$ cat src/rtl/reaction_pkg.sv
// Shared constants, state encoding and LFSR step for the reaction timer.
package reaction_pkg;

    localparam int unsigned ELAPSED_W     = 14;
    localparam int unsigned MAX_COUNT_DEF = 9999;
    localparam int unsigned LFSR_W        = 16;

    localparam logic [LFSR_W-1:0] LFSR_SEED_DEF = 16'hACE1;
    // Taps 16,14,13,11 as bit positions 15,13,12,10
    localparam logic [LFSR_W-1:0] LFSR_TAPS     = 16'hB400;

    typedef enum logic [1:0] {
        ST_IDLE  = 2'd0,
        ST_DELAY = 2'd1,
        ST_RUN   = 2'd2,
        ST_HELD  = 2'd3
    } state_e;

    function automatic logic [LFSR_W-1:0] lfsr_next(input logic [LFSR_W-1:0] s);
        return {s[LFSR_W-2:0], ^(s & LFSR_TAPS)};
    endfunction

endpackage

$ cat src/rtl/reaction_timer_if.sv
// Strobe/status bundle between the reaction-test control FSM and the timer.
interface reaction_timer_if
    import reaction_pkg::*;
();

    logic                 arm_delay;
    logic                 start_timer;
    logic                 stop_timer;
    logic                 clear;
    logic                 delay_done;
    logic [ELAPSED_W-1:0] elapsed_time;
    logic                 running;
    logic                 overflow;

    modport master (
        output arm_delay, start_timer, stop_timer, clear,
        input  delay_done, elapsed_time, running, overflow
    );

    modport slave (
        input  arm_delay, start_timer, stop_timer, clear,
        output delay_done, elapsed_time, running, overflow
    );

endinterface

$ cat src/rtl/ms_tick_gen.sv
// Millisecond prescaler with synchronous restart; tick is high in the last cycle of each ms.
module ms_tick_gen #(
    parameter int unsigned TICKS_PER_MS = 10_000
) (
    input  logic clk,
    input  logic rst_n,
    input  logic restart,
    output logic ms_tick_c
);

    localparam int unsigned CNT_W = $clog2(TICKS_PER_MS);
    localparam logic [CNT_W-1:0] CNT_LAST = CNT_W'(TICKS_PER_MS - 1);

    logic [CNT_W-1:0] cnt;

    always_ff @(posedge clk or negedge rst_n) begin
        if (!rst_n) begin
            cnt <= '0;
        end else if (restart || (cnt == CNT_LAST)) begin
            cnt <= '0;
        end else begin
            cnt <= cnt + CNT_W'(1);
        end
    end

    assign ms_tick_c = (cnt == CNT_LAST);

endmodule

$ cat src/rtl/reaction_timer.sv
// Random foreperiod generator and ms reaction counter for the reaction-test FSM.
// Define RANDOM_DELAY_EN to add an LFSR-based random extension to the foreperiod.
module reaction_timer
    import reaction_pkg::*;
#(
    parameter int unsigned       CLK_HZ       = 10_000_000,
    parameter int unsigned       MIN_DELAY_MS = 1000,
    parameter int unsigned       RANGE_BITS   = 11,
    parameter int unsigned       MAX_COUNT    = MAX_COUNT_DEF,
    parameter logic [LFSR_W-1:0] LFSR_SEED    = LFSR_SEED_DEF
) (
    input logic             clk,
    input logic             rst_n,
    reaction_timer_if.slave bus
);

    localparam int unsigned TICKS_PER_MS = CLK_HZ / 1000;
    localparam int unsigned TARGET_W     = $clog2(MIN_DELAY_MS + (1 << RANGE_BITS));

    if (TICKS_PER_MS < 2) begin : g_bad_clk
        $error("reaction_timer: CLK_HZ must give at least 2 ticks per ms");
    end
    if (LFSR_SEED == '0) begin : g_bad_seed
        $error("reaction_timer: LFSR_SEED must be nonzero");
    end

    state_e               state, state_nx;
    logic [TARGET_W-1:0]  remain, remain_nx;
    logic [ELAPSED_W-1:0] elapsed, elapsed_nx;
    logic                 ov, ov_nx;
    logic                 done, done_nx;
    logic                 running;
    logic                 restart_c;
    logic                 ms_tick_c;
    logic                 at_max_c;
    logic [TARGET_W-1:0]  target_c;

    ms_tick_gen #(.TICKS_PER_MS(TICKS_PER_MS)) u_tick (
        .clk       (clk),
        .rst_n     (rst_n),
        .restart   (restart_c),
        .ms_tick_c (ms_tick_c)
    );

`ifdef RANDOM_DELAY_EN
    // Free-running so the sampled value depends on when the user presses the button
    logic [LFSR_W-1:0] lfsr;

    always_ff @(posedge clk or negedge rst_n) begin
        if (!rst_n) begin
            lfsr <= LFSR_SEED;
        end else begin
            lfsr <= lfsr_next(lfsr);
        end
    end

    assign target_c = TARGET_W'(MIN_DELAY_MS) + TARGET_W'(lfsr[RANGE_BITS-1:0]);
`else
    assign target_c = TARGET_W'(MIN_DELAY_MS);
`endif

    assign at_max_c = (elapsed >= ELAPSED_W'(MAX_COUNT - 1));

    // State register and registered outputs
    always_ff @(posedge clk or negedge rst_n) begin
        if (!rst_n) begin
            state   <= ST_IDLE;
            remain  <= '0;
            elapsed <= '0;
            ov      <= 1'b0;
            done    <= 1'b0;
            running <= 1'b0;
        end else begin
            state   <= state_nx;
            remain  <= remain_nx;
            elapsed <= elapsed_nx;
            ov      <= ov_nx;
            done    <= done_nx;
            running <= (state_nx == ST_RUN);
        end
    end

    // Next state: clear > start > stop (RUN only) > arm (IDLE/HELD only) > per-state work
    always_comb begin
        state_nx   = state;
        remain_nx  = remain;
        elapsed_nx = elapsed;
        ov_nx      = ov;
        done_nx    = 1'b0;
        restart_c  = 1'b0;

        if (bus.clear) begin
            state_nx   = ST_IDLE;
            remain_nx  = '0;
            elapsed_nx = '0;
            ov_nx      = 1'b0;
        end else if (bus.start_timer) begin
            state_nx   = ST_RUN;
            remain_nx  = '0;
            elapsed_nx = '0;
            ov_nx      = 1'b0;
            restart_c  = 1'b1;
        end else if (bus.stop_timer && (state == ST_RUN)) begin
            state_nx = ST_HELD;
            if (ms_tick_c) begin
                elapsed_nx = at_max_c ? ELAPSED_W'(MAX_COUNT) : elapsed + ELAPSED_W'(1);
                ov_nx      = ov | at_max_c;
            end
        end else if (bus.arm_delay && ((state == ST_IDLE) || (state == ST_HELD))) begin
            state_nx  = ST_DELAY;
            remain_nx = target_c;
            restart_c = 1'b1;
        end else begin
            case (state)
                ST_DELAY: begin
                    if (ms_tick_c) begin
                        if (remain <= TARGET_W'(1)) begin
                            state_nx  = ST_IDLE;
                            remain_nx = '0;
                            done_nx   = 1'b1;
                        end else begin
                            remain_nx = remain - TARGET_W'(1);
                        end
                    end
                end
                ST_RUN: begin
                    if (ms_tick_c) begin
                        elapsed_nx = at_max_c ? ELAPSED_W'(MAX_COUNT) : elapsed + ELAPSED_W'(1);
                        ov_nx      = ov | at_max_c;
                    end
                end
                default: ;
            endcase
        end
    end

    assign bus.delay_done   = done;
    assign bus.elapsed_time = elapsed;
    assign bus.running      = running;
    assign bus.overflow     = ov;

endmodule
$ cat src/flat_wrapper.sv
// flat-port wrapper written by rule: the top's interface ports become plain ports
module reaction_timer_flat import reaction_pkg::*;
#(
    parameter int unsigned       CLK_HZ       = 10_000_000,
    parameter int unsigned       MIN_DELAY_MS = 1000,
    parameter int unsigned       RANGE_BITS   = 11,
    parameter int unsigned       MAX_COUNT    = MAX_COUNT_DEF,
    parameter logic [LFSR_W-1:0] LFSR_SEED    = LFSR_SEED_DEF
)
  (clk, rst_n, bus_arm_delay, bus_start_timer, bus_stop_timer, bus_clear, bus_delay_done, bus_elapsed_time, bus_running, bus_overflow);
  reaction_timer_if bus_i ();
  input logic clk;
  input logic rst_n;
  input wire logic [$bits(bus_i.arm_delay)-1:0] bus_arm_delay;
  input wire logic [$bits(bus_i.start_timer)-1:0] bus_start_timer;
  input wire logic [$bits(bus_i.stop_timer)-1:0] bus_stop_timer;
  input wire logic [$bits(bus_i.clear)-1:0] bus_clear;
  output wire logic [$bits(bus_i.delay_done)-1:0] bus_delay_done;
  output wire logic [$bits(bus_i.elapsed_time)-1:0] bus_elapsed_time;
  output wire logic [$bits(bus_i.running)-1:0] bus_running;
  output wire logic [$bits(bus_i.overflow)-1:0] bus_overflow;
  assign bus_i.arm_delay = bus_arm_delay;
  assign bus_i.start_timer = bus_start_timer;
  assign bus_i.stop_timer = bus_stop_timer;
  assign bus_i.clear = bus_clear;
  assign bus_delay_done = bus_i.delay_done;
  assign bus_elapsed_time = bus_i.elapsed_time;
  assign bus_running = bus_i.running;
  assign bus_overflow = bus_i.overflow;
  reaction_timer #(.CLK_HZ(CLK_HZ), .MIN_DELAY_MS(MIN_DELAY_MS), .RANGE_BITS(RANGE_BITS), .MAX_COUNT(MAX_COUNT), .LFSR_SEED(LFSR_SEED)) u_core (.clk(clk), .rst_n(rst_n), .bus(bus_i));
endmodule
$ cat config.mk
export PLATFORM = sky130hd
export DESIGN_NAME = reaction_timer_flat
export DESIGN_NICKNAME = d
export VERILOG_FILES = /design/src/rtl/reaction_pkg.sv /design/src/rtl/reaction_timer_if.sv /design/src/rtl/ms_tick_gen.sv /design/src/rtl/reaction_timer.sv /design/src/flat_wrapper.sv
export SDC_FILE = /design/constraint.sdc
export NUM_CORES = 1
export LEC_CHECK = 0
export BUFFER_PORTS_ARGS = -buffer_cell sky130_fd_sc_hd__buf_2
export CAP_MARGIN = 20
export CELL_PAD_IN_SITES_DETAIL_PLACEMENT = 2
export CELL_PAD_IN_SITES_GLOBAL_PLACEMENT = 2
export CORE_ASPECT_RATIO = 1.25
export CORE_MARGIN = 5
export CORE_UTILIZATION = 41
export CTS_BUF_LIST = sky130_fd_sc_hd__clkbuf_2
export CTS_CLUSTER_SIZE = 14
export DETAILED_ROUTE_END_ITERATION = 12
export GPL_TIMING_DRIVEN = 0
export PLACE_DENSITY = 0.95
export SLEW_MARGIN = 20
export SYNTH_ARGS = -nofsm -noshare
export SYNTH_HDL_FRONTEND = slang
export SYNTH_SLANG_ARGS = --single-unit
$ cat constraint.sdc
create_clock -name clk -period 3.65 [get_ports clk]
set_input_delay 0.365 -clock clk [delete_from_list [all_inputs] [get_ports clk]]
set_output_delay 0.365 -clock clk [all_outputs]
set_load 0.02 [all_outputs]
== After elaboration in Yosys (flattened, before gate mapping) ==
Cells that the tools add are included.

* $add $sub $neg: 3
* $lt $le $gt $ge: 2
* Eq/ne operators: 7
* Muxes and demuxes: 39
* Bitwise gates (word level): 1
* Reduce and logical (&&, ||, !) cells: 10

{| class="wikitable"
|+ Operators by type and width
! operator !! count
|-
| two-way mux 14 bit || 8
|-
| two-way mux 12 bit || 7
|-
| adder 14 x 1 -> 14 bit (second input constant) || 2
|-
| two-way mux 1 bit || 17
|-
| == test 14 bit (second input constant) || 1
|-
| greater-or-equal comparator 14 bit (second input constant) || 1
|-
| two-way mux 2 bit || 7
|-
| less-or-equal comparator 12 x 1 -> 1 bit (second input constant) || 1
|-
| nonzero test 4 bit || 3
|-
| subtractor 12 x 1 -> 12 bit (second input constant) || 1
|-
| == test 2 bit (second input constant) || 3
|-
| != test 4 x 3 -> 1 bit (second input constant) || 1
|-
| != test 3 bit (second input constant) || 1
|-
| AND reduction 3 bit || 1
|-
| == test 2 x 1 -> 1 bit (second input constant) || 1
|-
| logical AND 1 bit || 2
|-
| zero test 2 bit || 1
|-
| logical OR 1 bit || 2
|-
| AND reduction 2 bit || 1
|-
| bitwise OR 1 bit || 1
|}

* Register bits after elaboration: 45
* Input bits: 6
* Output and inout port bits: 17
* Word-level logic and storage cells: 69

== Depth between registers and ports, before layout ==
Gate-level depths: netlist of run 1.

* Depth in word-level cells: 9
* Depth in mapped cells: 9
* Depth with buffers taken out: 7

== Hierarchy ==
A second synthesis of run 1 with hierarchy kept.

* Cells, all modules: 284
* Area, all modules: 2,588.7 µm²

{| class="wikitable"
|+ Modules (own cells, without submodules)
! module !! times used !! cells an instance !! area an instance (µm²) !! sequential area each (µm²)
|-
| reaction_timer || 1 || 214 || 1,866.8 || 775.7
|-
| ms_tick_gen || 1 || 70 || 721.9 || 350.3
|}

== Least setup slack after synthesis of run 1 ==
No wires, ideal clock.

* Path type: register -> register
* From: register u_core.elapsed[0], in the netlist u_core.bus.elapsed_time[0]
* To: register u_core.elapsed[11], in the netlist u_core.bus.elapsed_time[11]
* Library setup time: 0.077 ns
* Data arrival time: 2.026 ns
* Required time: 3.573 ns
* Path slack: 1.546 ns
* Cell stages (with the launch flop): 9
* Path buffers: 1
* Period minus slack after synthesis: 2.104 ns
* Cell sequence: dfrtp_1 inv_1 ha_1 o211ai_1 a21oi_1 or2_2 clkbuf_1 or4_1 a21oi_1

* Longest elaborated chain between the ends: 8

{| class="wikitable"
|+ RTL lines
! what !! line !! source
|-
| from (decl) || reaction_timer.sv:29 || <nowiki>logic [ELAPSED_W-1:0] elapsed, elapsed_nx;</nowiki>
|-
| from (signal assigned) || reaction_timer.sv:76 || <nowiki>elapsed <= elapsed_nx;</nowiki>
|-
| adder 14 x 1 -> 14 bit / greater-or-equal comparator 14 bit (equally long branches) || reaction_timer.sv:106, reaction_timer.sv:128, reaction_timer.sv:62 ||
|-
| two-way mux 14 bit (*) || reaction_timer.sv:106, reaction_timer.sv:128 ||
|-
| two-way mux 14 bit (*) || reaction_timer.sv:105, reaction_timer.sv:127 ||
|-
| two-way mux 14 bit || reaction_timer.sv:114 || <nowiki>case (state)</nowiki>
|-
| two-way mux 14 bit || reaction_timer.sv:109 || <nowiki>end else if (bus.arm_delay && ((state == ST_IDLE) || (state == ST_HELD))) begin</nowiki>
|-
| two-way mux 14 bit (*) || reaction_timer.sv:103 || <nowiki>end else if (bus.stop_timer && (state == ST_RUN)) begin</nowiki>
|-
| two-way mux 14 bit (*) || reaction_timer.sv:97 || <nowiki>end else if (bus.start_timer) begin</nowiki>
|-
| two-way mux 14 bit (*) || reaction_timer.sv:92 || <nowiki>if (bus.clear) begin</nowiki>
|}

Mark *: on every way between the ends. The rest lies on a longest branch, timed or not. The select of a mux whose other input is x is not followed.
A chain may end at the register's enable or synchronous reset.

== Worst setup path after layout of run 1 ==
* From: register u_core.u_tick.cnt[7]
* To: register u_core.elapsed[3], in the netlist u_core.bus.elapsed_time[3]

* Longest elaborated chain between the ends: 7

{| class="wikitable"
|+ RTL lines
! what !! line !! source
|-
| from (decl) || ms_tick_gen.sv:14 || <nowiki>logic [CNT_W-1:0] cnt;</nowiki>
|-
| from (signal assigned) || ms_tick_gen.sv:22 || <nowiki>cnt <= cnt + CNT_W'(1);</nowiki>
|-
| == test 14 bit (*) || ms_tick_gen.sv:26 || <nowiki>assign ms_tick_c = (cnt == CNT_LAST);</nowiki>
|-
| two-way mux 14 bit (*) || n/a ||
|-
| two-way mux 14 bit (2 in series) || n/a ||
|-
| two-way mux 14 bit (*) (3 in series) || n/a ||
|}

Marks and branches as above.

==> results.yml, run 1 <==
final_layout:
  fin_nets: 329
  fin_util_pct: 45.9
  fin_cells: 401
  n_antenna_cell: 0
  drive_above_1_share_pct: 16.5
  syn_to_final_growth_pct: 10.3
  layout_commonest_cell: "dfrtp_1"
  mostFrequentLayoutCells: "45 x dfrtp_1, 36 x nor2_1, 27 x nand2_1, 26 x a21oi_1, 24 x buf_2"
synth:
  netlist_area_um2: 2550
  synthAdderAreaFrac_pct: 3.43
  synth_compound_area_share_pct: 18.5
  avgSynthCellArea_um2: 8.92
  synthCells: 286
  yosysSeqAreaShare_pct: 44.2
  synthArstFlopShare_pct: 100
  synthTopCellsByArea: "dfrtp_1 44%, nor2_1 5.3%, a21oi_1 5.1%, nand2_1 4.0%, o21ai_0 3.7%"
  synth_xor_area_share_pct: 4.12
  yosysTopAreaCellShare_pct: 44.2
  synth.mux.area_fraction_pct: 0
  synth_cell_types: 47
  synth_warnings: 0
  synth_ff_type: "dfrtp_1"
  synth_top_family_by_area: "simple AND/OR/NAND/NOR gates"
  synth-edff-count: 0
  synth_top_area_cell: "dfrtp_1"
  synthSimpleGateAreaFrac_pct: 25.7
  synth_nets: 299
  ys_ff_latch: 45
timing:
  tns_ns: 0
  setup_viol: 0
  post-route-min-period_ns: 2.48
  grt_setup_unrepaired: "no"
  finalHoldViolations: 0
  slew_viol_final: 0
  slew_headroom_pct: 57.8
  max_clock_freq_ghz: 0.403
  finalClockSkew_ns: 0.00694
  post-route-period-util_pct: 68.1
  tightestPinTransition_ns: 0.631
clock_tree:
  cts_resized: 0
  clkTransAtPathRegs_ns: 0.23
  hold_buffers: 0
  clkSinkCount: 45
  clockRootBuffer: "clkbuf_2"
  htree_levels: 2
  postCtsSetupRepairBufs: 0
  clk_path_buf_depth: 2
  clock_latency_ns: 0.41
  cts_tree: "yes"
  cts_made_buffers: 5
placed_design:
  hpwl_mm: 5.75
  placed_cells: 393
  gp_congestion: 0.798
  io_buffers: 22
job:
  cap_violations: 0
routing:
  dr.pass1.iters: 4
  via_per_inst: 5.80
  wl_per_cell_um: 20.1
  wirelength_mm: 8.08
  vias: 2326
  drt_iter0_drc: 80
  antenna_left: 0
  drc: 0
min_path:
  hold_class: "in -> reg"
grt:
  grt_pass1_wl_mm: 14.0
  grt_overflow: 0
  grt_max_degree: 46
  antenna_found_initial: 0
  grt_pass1_vias: 2665
  grt_usage_pct: 22.5
floorplan:
  io_pins: 23
  core_um2: 6130
  dieWidth_um: 80.5
  placementRows: 32
  die_h_um: 98.2
  start_util_pct: 41.6
  dieArea_um2: 7910
setup_path:
  worst_ep_required_time_ns: 3.99
  worstSetupStartpointType: "register"
  crit_type: "reg -> reg"
  crit_arrival_ns: 2.82
  cp-end-kind: "register"
  crit_fanout: 8
power:
  ir_drop_uv: 169
  p_per_area_nw_per_um2: 440
  leakagePower_nw: 1.25
status:
  status: "finished, final reports clean"
-- report_power, final --
part	internal (W)	switching (W)
sequential	0.000537	0.0000470
combinational	0.000159	0.000284
clock	0.0000447	0.000166
total	0.000741	0.000497
-- synth_stat cells, types with 3 or more instances --
master	n
o21ai_0	19
o22ai_1	6
ha_1	7
clkbuf_1	5
or4_1	4
nor2_1	36
nand2_1	27
o21a_1	6
nand4_1	5
xnor2_1	5
nor4_1	4
inv_1	10
xor2_1	7
or2_2	4
buf_2	3
o221a_2	4
nor3_1	13
nand3_1	11
a21oi_1	26
dfrtp_1	45
or3_1	4
-- metal layers --
metal  global-route usage (%)  up-vias  wire length, um
li1                         -     1089                -
met1                     27.8     1197             3390
met2                     39.5       31             4430
met3                     3.32        9              148
met4                     7.02        0              110
met5                        0        -                0
-- flip-flops by register name, summed over array words and instances, names as in the netlist --
| name | cells |
|---|---|
| u_core.bus.delay_done | 1 |
| u_core.state | 2 |
| u_core.remain | 12 |
| u_core.bus.elapsed_time | 14 |
| u_core.bus.running | 1 |
| u_core.bus.overflow | 1 |
| u_core.u_tick.cnt | 14 |
-- worst max-delay path: stages (launching register included) --
cell and delay, ns:
dfrtp_1 0.47, or4b_4 0.60, nor4_4 0.37, and2_2 0.21, buf_2 0.23, nand2_2 0.18, o221a_2 0.36
-- cells by family after synthesis --
kind of cell	count (synthesis)
compound gates	76
xor+xnor	12
fa+ha+maj	7
buf+inv	21
flops	45
simple gates	125
-- path summary, 6_finish.rpt --
| kind | startpoint | end | slack [ns] | cells past startpoint |
|---|---|---|---|---|
| min in group asynchronous | rst_n | u_core.remain[7]$_DFFE_PN0P_ | 0.46 | 2 |
| max | u_core.u_tick.cnt[7]$_DFF_PN0_ | u_core.bus.elapsed_time[3]$_DFFE_PN0P_ | 1.17 | 6 |
| min reg2reg | u_core.u_tick.cnt[0]$_DFF_PN0_ | u_core.u_tick.cnt[0]$_DFF_PN0_ | 0.49 | 1 |
| max reg2reg | u_core.u_tick.cnt[7]$_DFF_PN0_ | u_core.bus.elapsed_time[3]$_DFFE_PN0P_ | 1.17 | 6 |
| max in group asynchronous | rst_n | u_core.u_tick.cnt[4]$_DFF_PN0_ | 2.78 | 2 |
| min | bus_clear | u_core.state[1]$_DFF_PN0_ | 0.16 | 2 |
-- metrics by stage --
stage	hold WS (ns)	power, W	instance area, um^2	setup WS, ns
2_1_floorplan	0.0694	0.000895	2550	1.55
3_3_place_gp	0.446	0.00101	2770	1.31
3_5_place_dp	0.459	0.00104	2770	1.24
4_1_cts	0.136	0.00125	2800	1.15
5_1_grt	0.0963	0.00134	2810	1.08
6_report	0.157	0.00124	2810	1.17
-- final cells by class --
| cell class | instances | area, um^2 |
|---|---|---|
| plain buffers | 11 | 66.3 |
| clock buffers | 6 | 30.0 |
| well taps | 85 | 106 |
| clock inverters | 1 | 3.75 |
| inverters | 10 | 37.5 |
| flip-flops and latches | 45 | 1130 |
| multi-input cells | 220 | 1320 |
| repair buffers | 23 | 123 |
| fillers | 714 | 3310 |
Power figures use the tool's default switching activity.
==> inputs of run 2 (changes only) <==
- ABC_AREA: unset -> 1
- CORE_UTILIZATION: 41 -> 33
- PLACE_DENSITY: 0.95 -> 0.9
- clock period: 3.65 -> 2.2 ns (I/O delays scaled with it)
==> run 2 against run 1 <==
Compared with the run above:
- final area increased by 17%
- register-to-register slack got worse by 0.93 ns
- clock power increased by 93%
- combinational power increased by 76%
- cell count is 38% higher
- maximum frequency up 26%
- flip-flop and latch count is the same
- sequential power up 66%
==> results.yml, run 2 <==
status:
  status: "finished, final reports clean"
grt:
  grt_usage_pct: 18.1
  grt_max_degree: 46
  antenna_found_initial: 0
  grt_overflow: 0
  grt_pass1_wl_mm: 15.6
  grt_pass1_vias: 3122
final_layout:
  n_antenna_cell: 0
  layout_commonest_cell: "nand2_1"
  multi_input_area_um2: 1570
  fill_cells: 1095
  fin_nets: 447
  drive_above_1_share_pct: 16.1
  seq_area_um2: 1130
  mostFrequentLayoutCells: "98 x nand2_1, 54 x inv_1, 54 x nor2_1, 45 x dfrtp_1, 44 x nand3_1"
  syn_to_final_growth_pct: 10.9
synth:
  synthSimpleGateAreaFrac_pct: 42.1
  synth.mux.area_fraction_pct: 0
  synth_xor_area_share_pct: 2.07
  synth_top_family_by_area: "simple AND/OR/NAND/NOR gates"
  synth_ff_type: "dfrtp_1"
  yosysSeqAreaShare_pct: 38.0
  synthTopCellsByArea: "dfrtp_1 38%, nand2_1 12%, nand3_1 7.4%, inv_1 6.8%, nor2_1 6.8%"
  yosysMostFrequentCell: "nand2_1"
  synthCells: 404
  synth_top_area_cell: "dfrtp_1"
  synth_common_cells: "98 x nand2_1, 54 x inv_1, 54 x nor2_1"
  synth_compound_area_share_pct: 5.79
  synth_nets: 417
  synth-edff-count: 0
  netlist_area_um2: 2960
  synth_warnings: 0
  synthArstFlopShare_pct: 100
  synth_cell_types: 37
  synthAdderAreaFrac_pct: 2.96
  yosysTopAreaCellShare_pct: 38.0
  ys_ff_latch: 45
  avgSynthCellArea_um2: 7.33
routing:
  wirelength_mm: 9.01
  via_per_inst: 4.92
  vias: 2730
  dr.pass1.iters: 4
  drt_iter0_drc: 38
  antenna_left: 0
  drc: 0
  wl_per_cell_um: 16.2
clock_tree:
  clockRootBuffer: "clkbuf_2"
  postCtsSetupRepairBufs: 0
  clkTransAtPathRegs_ns: 0.27
  clock_latency_ns: 0.45
  htree_levels: 2
  cts_made_buffers: 5
  cts_tree: "yes"
  clk_path_buf_depth: 2
  clkSinkCount: 45
timing:
  finalHoldViolations: 0
  slew_viol_final: 0
  grt_setup_unrepaired: "no"
  setup_viol: 0
  post-route-period-util_pct: 89.3
  max_clock_freq_ghz: 0.509
  post-route-min-period_ns: 1.97
  tightestPinTransition_ns: 0.632
  finalClockSkew_ns: 0.0291
  slew_headroom_pct: 57.9
  tns_ns: 0
  fin_ws_ns: 0.235
  holdWs_ns: 0.103
placed_design:
  pre_cts_ws_ns: 0.276
  io_buffers: 22
  hpwl_mm: 6.98
  gp_congestion: 0.802
setup_path:
  r2r_cells: 10
  crit_slowest_cell: "dfrtp_1"
  cpPeakStageDelay_ns: 0.52
  worst_ep_required_time_ns: 2.56
  r2r-start: "u_core.bus.elapsed_time[0]$_DFFE_PN0P_"
  cp-end-kind: "register"
  crit_type: "reg -> reg"
  path_cells: "ha_1 -> inv_1 -> nor2_2 -> nand2_1 -> nor2_1 -> nand2_1 -> nand3_1 -> nand2_1 -> nand2_1 -> inv_1"
  worstSetupStartpointType: "register"
  crit_arrival_ns: 2.33
  critPathMostFrequentCell: "nand2_1"
  crit_fanout: 6
  cp-startpoint: "u_core.bus.elapsed_time[0]$_DFFE_PN0P_"
floorplan:
  io_pins: 23
  core_um2: 8750
  placementRows: 38
  die_h_um: 116
  dieWidth_um: 94.7
  start_util_pct: 33.8
  dieArea_um2: 11000
power:
  p_per_area_nw_per_um2: 658
  leakagePower_nw: 1.70
  ir_drop_uv: 308
min_path:
  hold_class: "in -> reg"
  hold_start: "bus_clear"
  min_path_cells: 4
job:
  cap_violations: 0
==> run 2: changes by cell type after synthesis, sizes merged, moves of 8 or more <==
cell    previous run  this run
nand3             11        47
inv               10        58
nand2             29       105
clkbuf             8         0
a21oi             26        10
nor2              36        67
==> run 2: power by group <==
part           internal [W]  total [W]  switching [W]
clock             0.0000847   0.000406       0.000322
sequential         0.000899   0.000972      0.0000739
combinational      0.000266   0.000783       0.000517
total               0.00125    0.00216       0.000913
==> run 2: logic make-up after synthesis <==
kind of cell | Yosys count
simple gates | 253
xor+xnor | 7
compound gates | 29
fa+ha+maj | 7
buf+inv | 63
flops | 45
==> run 2: critical path, delay by kind of cell, from the launching register on <==
kind	cells	cell delay, ns
and+or+nand+nor	7	1.00
DFF	1	0.52
adders and majority gates	1	0.22
buffers and inverters	2	0.12
==> run 2: layout make-up <==
| type | count | share of cell area, % |
|---|---|---|
| clock inverters | 3 | 0.762 |
| repair buffers | 23 | 3.73 |
| well taps | 120 | 4.57 |
| flip-flops and latches | 45 | 34.3 |
| inverters | 59 | 6.82 |
| multi-input cells | 296 | 47.7 |
| clock buffers | 5 | 0.762 |
| plain buffers | 4 | 1.37 |
==> run 2: path summary, 6_finish.rpt <==
kind                                                           to  slack (ns)
max                        u_core.bus.elapsed_time[6]$_DFFE_PN0P_        0.23
min                               u_core.bus.overflow$_DFFE_PN0P_        0.10
max reg2reg                u_core.bus.elapsed_time[6]$_DFFE_PN0P_        0.23
min reg2reg                        u_core.u_tick.cnt[0]$_DFF_PN0_        0.49
max in group asynchronous  u_core.bus.elapsed_time[8]$_DFFE_PN0P_        1.48
min in group asynchronous            u_core.bus.running$_DFF_PN0_        0.28
==> run 2: timing repair <==
item,4_1_cts,5_1_grt
gates resized for setup,0,0
hold endpoints to repair,45,0
hold buffers,1,0
endpoints found under the setup margin,0,0
==> run 2: per-stage QoR <==
stage	area (um^2)	total power, W	cells	util [%]
after floorplan	2960	0.00155	404	-
after global placement	3220	0.00172	546	36.8
after detailed placement	3220	0.00178	546	36.8
after CTS	3280	0.00221	555	37.5
after global routing	3280	0.00237	555	37.5
final	3280	0.00216	555	37.5
==> run 2: routing by layer <==
layer | share of wire (%) | up-vias | GRT usage [%]
met2 | 56 | 21 | 34.6
met1 | 42 | 1363 | 21.1
met4 | 0.97 | 0 | 4.04
met5 | 0 | - | 0
li1 | - | 1340 | -
met3 | 1.5 | 6 | 2.34
==> inputs of run 3 (changes only) <==
- CTS_BUF_LIST: sky130_fd_sc_hd__clkbuf_2 -> sky130_fd_sc_hd__clkbuf_8
==> run 3 against run 2 <==
Compared with the run above:
- register-to-register slack better by 0.06 ns
- combinational power about the same
- largest power group unchanged
- critical path type unchanged
- count of clock-buffer cells in the layout stayed put
==> results.yml, run 3 (same netlist as run 2, synthesis figures left out) <==
final_layout:
  drive_above_1_share_pct: 16.1
  multi_input_area_um2: 1570
  layout_commonest_cell: "nand2_1"
  mostFrequentLayoutCells: "98 x nand2_1, 54 x inv_1, 54 x nor2_1, 45 x dfrtp_1, 44 x nand3_1"
  fill_cells: 1083
  seq_area_um2: 1130
  syn_to_final_growth_pct: 12.4
  fin_cells: 555
  fin_nets: 447
  n_antenna_cell: 0
clock_tree:
  cts_made_buffers: 5
  clock_latency_ns: 0.32
  hold_buffers: 1
  clkSinkCount: 45
  postCtsSetupRepairBufs: 0
  clkTransAtPathRegs_ns: 0.10
  cts_resized: 0
  htree_levels: 2
  clk_path_buf_depth: 2
  clockRootBuffer: "clkbuf_8"
  cts_tree: "yes"
routing:
  drc: 0
  drt_iter0_drc: 48
  dr.pass1.iters: 5
  wl_per_cell_um: 16.5
  antenna_left: 0
  via_per_inst: 4.97
  wirelength_mm: 9.18
  vias: 2757
timing:
  grt_setup_unrepaired: "no"
  slew_headroom_pct: 57.9
  finalClockSkew_ns: 0.00570
  slew_viol_final: 0
  max_clock_freq_ghz: 0.525
  post-route-period-util_pct: 86.5
  finalHoldViolations: 0
  post-route-min-period_ns: 1.90
  tns_ns: 0
  tightestPinTransition_ns: 0.632
  setup_viol: 0
setup_path:
  crit_type: "reg -> reg"
  crit_fanout: 8
  cp-end-kind: "register"
  worst_ep_required_time_ns: 2.40
  crit_arrival_ns: 2.11
  cpPeakStageDelay_ns: 0.46
  crit_slowest_cell: "dfrtp_1"
  worstSetupStartpointType: "register"
  path_cells: "inv_1 -> ha_1 -> nor2_1 -> nor2_1 -> o21ai_0 -> nand2_1 -> nand2_1 -> inv_1 -> nand2_4 -> nand3_1"
grt:
  grt_overflow: 0
  antenna_found_initial: 0
  grt_max_degree: 46
  grt_pass1_wl_mm: 15.9
  grt_usage_pct: 18.5
  grt_pass1_vias: 3150
power:
  leakagePower_nw: 1.71
  finalPower_w: 0.00233
  p_per_area_nw_per_um2: 699
  ir_drop_uv: 392
placed_design:
  gp_congestion: 0.802
  placed_cells: 546
  hpwl_mm: 6.98
  io_buffers: 22
floorplan:
  dieWidth_um: 94.7
  start_util_pct: 33.8
  core_um2: 8750
  dieArea_um2: 11000
  placementRows: 38
  die_h_um: 116
  io_pins: 23
status:
  status: "finished, final reports clean"
min_path:
  hold_class: "in -> reg"
job:
  cap_violations: 0
[run 3: metal layers]
layer	vias to the layer above	global-route usage, %	share of wire, %
li1	1339	-	-
met1	1386	21.9	42
met2	25	35.2	55
met3	7	2.14	1.6
met4	0	4.33	1.0
met5	-	0	0
[run 3: report_power, final]
| group | total [W] | switching [W] | internal, W |
|---|---|---|---|
| Combinational | 0.000784 | 0.000518 | 0.000266 |
| Clock | 0.000572 | 0.000342 | 0.000230 |
| Sequential | 0.000970 | 0.0000735 | 0.000897 |
| Total | 0.00233 | 0.000934 | 0.00139 |
[run 3: final cells by class]
class                           count  share of cell area (%)
Multi-Input combinational cell    296                    47.0
Inverter                           59                    6.73
Clock inverter                      3                   0.752
Sequential cell                    45                    33.8
Tap cell                          120                    4.51
Timing Repair Buffer               23                    3.69
Clock buffer                        5                    2.07
Buffer                              4                    1.35
[run 3: worst max-delay path, delay by kind of cell, from the launching register on]
| kind | cells | cell delay, ns |
|---|---|---|
| and+or+nand+nor | 6 | 0.71 |
| AOI/OAI and AO/OA | 1 | 0.16 |
| DFF | 1 | 0.46 |
| adders and majority gates | 1 | 0.21 |
| buffers and inverters | 2 | 0.25 |
[run 3: final timing paths]
kind                                                             start                                     end  slack [ns]  cells past startpoint
max in group asynchronous                                        rst_n  u_core.bus.elapsed_time[7]$_DFFE_PN0P_        1.32                      2
worst min register to register          u_core.u_tick.cnt[0]$_DFF_PN0_          u_core.u_tick.cnt[0]$_DFF_PN0_        0.47                      1
worst max register to register  u_core.bus.elapsed_time[0]$_DFFE_PN0P_  u_core.bus.elapsed_time[2]$_DFFE_PN0P_        0.30                     10
worst min-delay path                                         bus_clear         u_core.bus.overflow$_DFFE_PN0P_        0.28                      4
min in group asynchronous                                        rst_n            u_core.bus.running$_DFF_PN0_        0.46                      2
worst max-delay path            u_core.bus.elapsed_time[0]$_DFFE_PN0P_  u_core.bus.elapsed_time[2]$_DFFE_PN0P_        0.30                     10
[run 3: stage by stage]
step           utilization (%)  worst slack, ns  area (um^2)  hold WS [ns]
3_5_place_dp              36.8            0.276         3220         0.286
5_1_grt                   38.0           0.0496         3330         0.282
6_report                  38.0            0.296         3330         0.278
2_1_floorplan                -            0.508         2960       -0.0756
4_1_cts                   38.0            0.258         3330         0.270
3_3_place_gp              36.8            0.351         3220         0.446
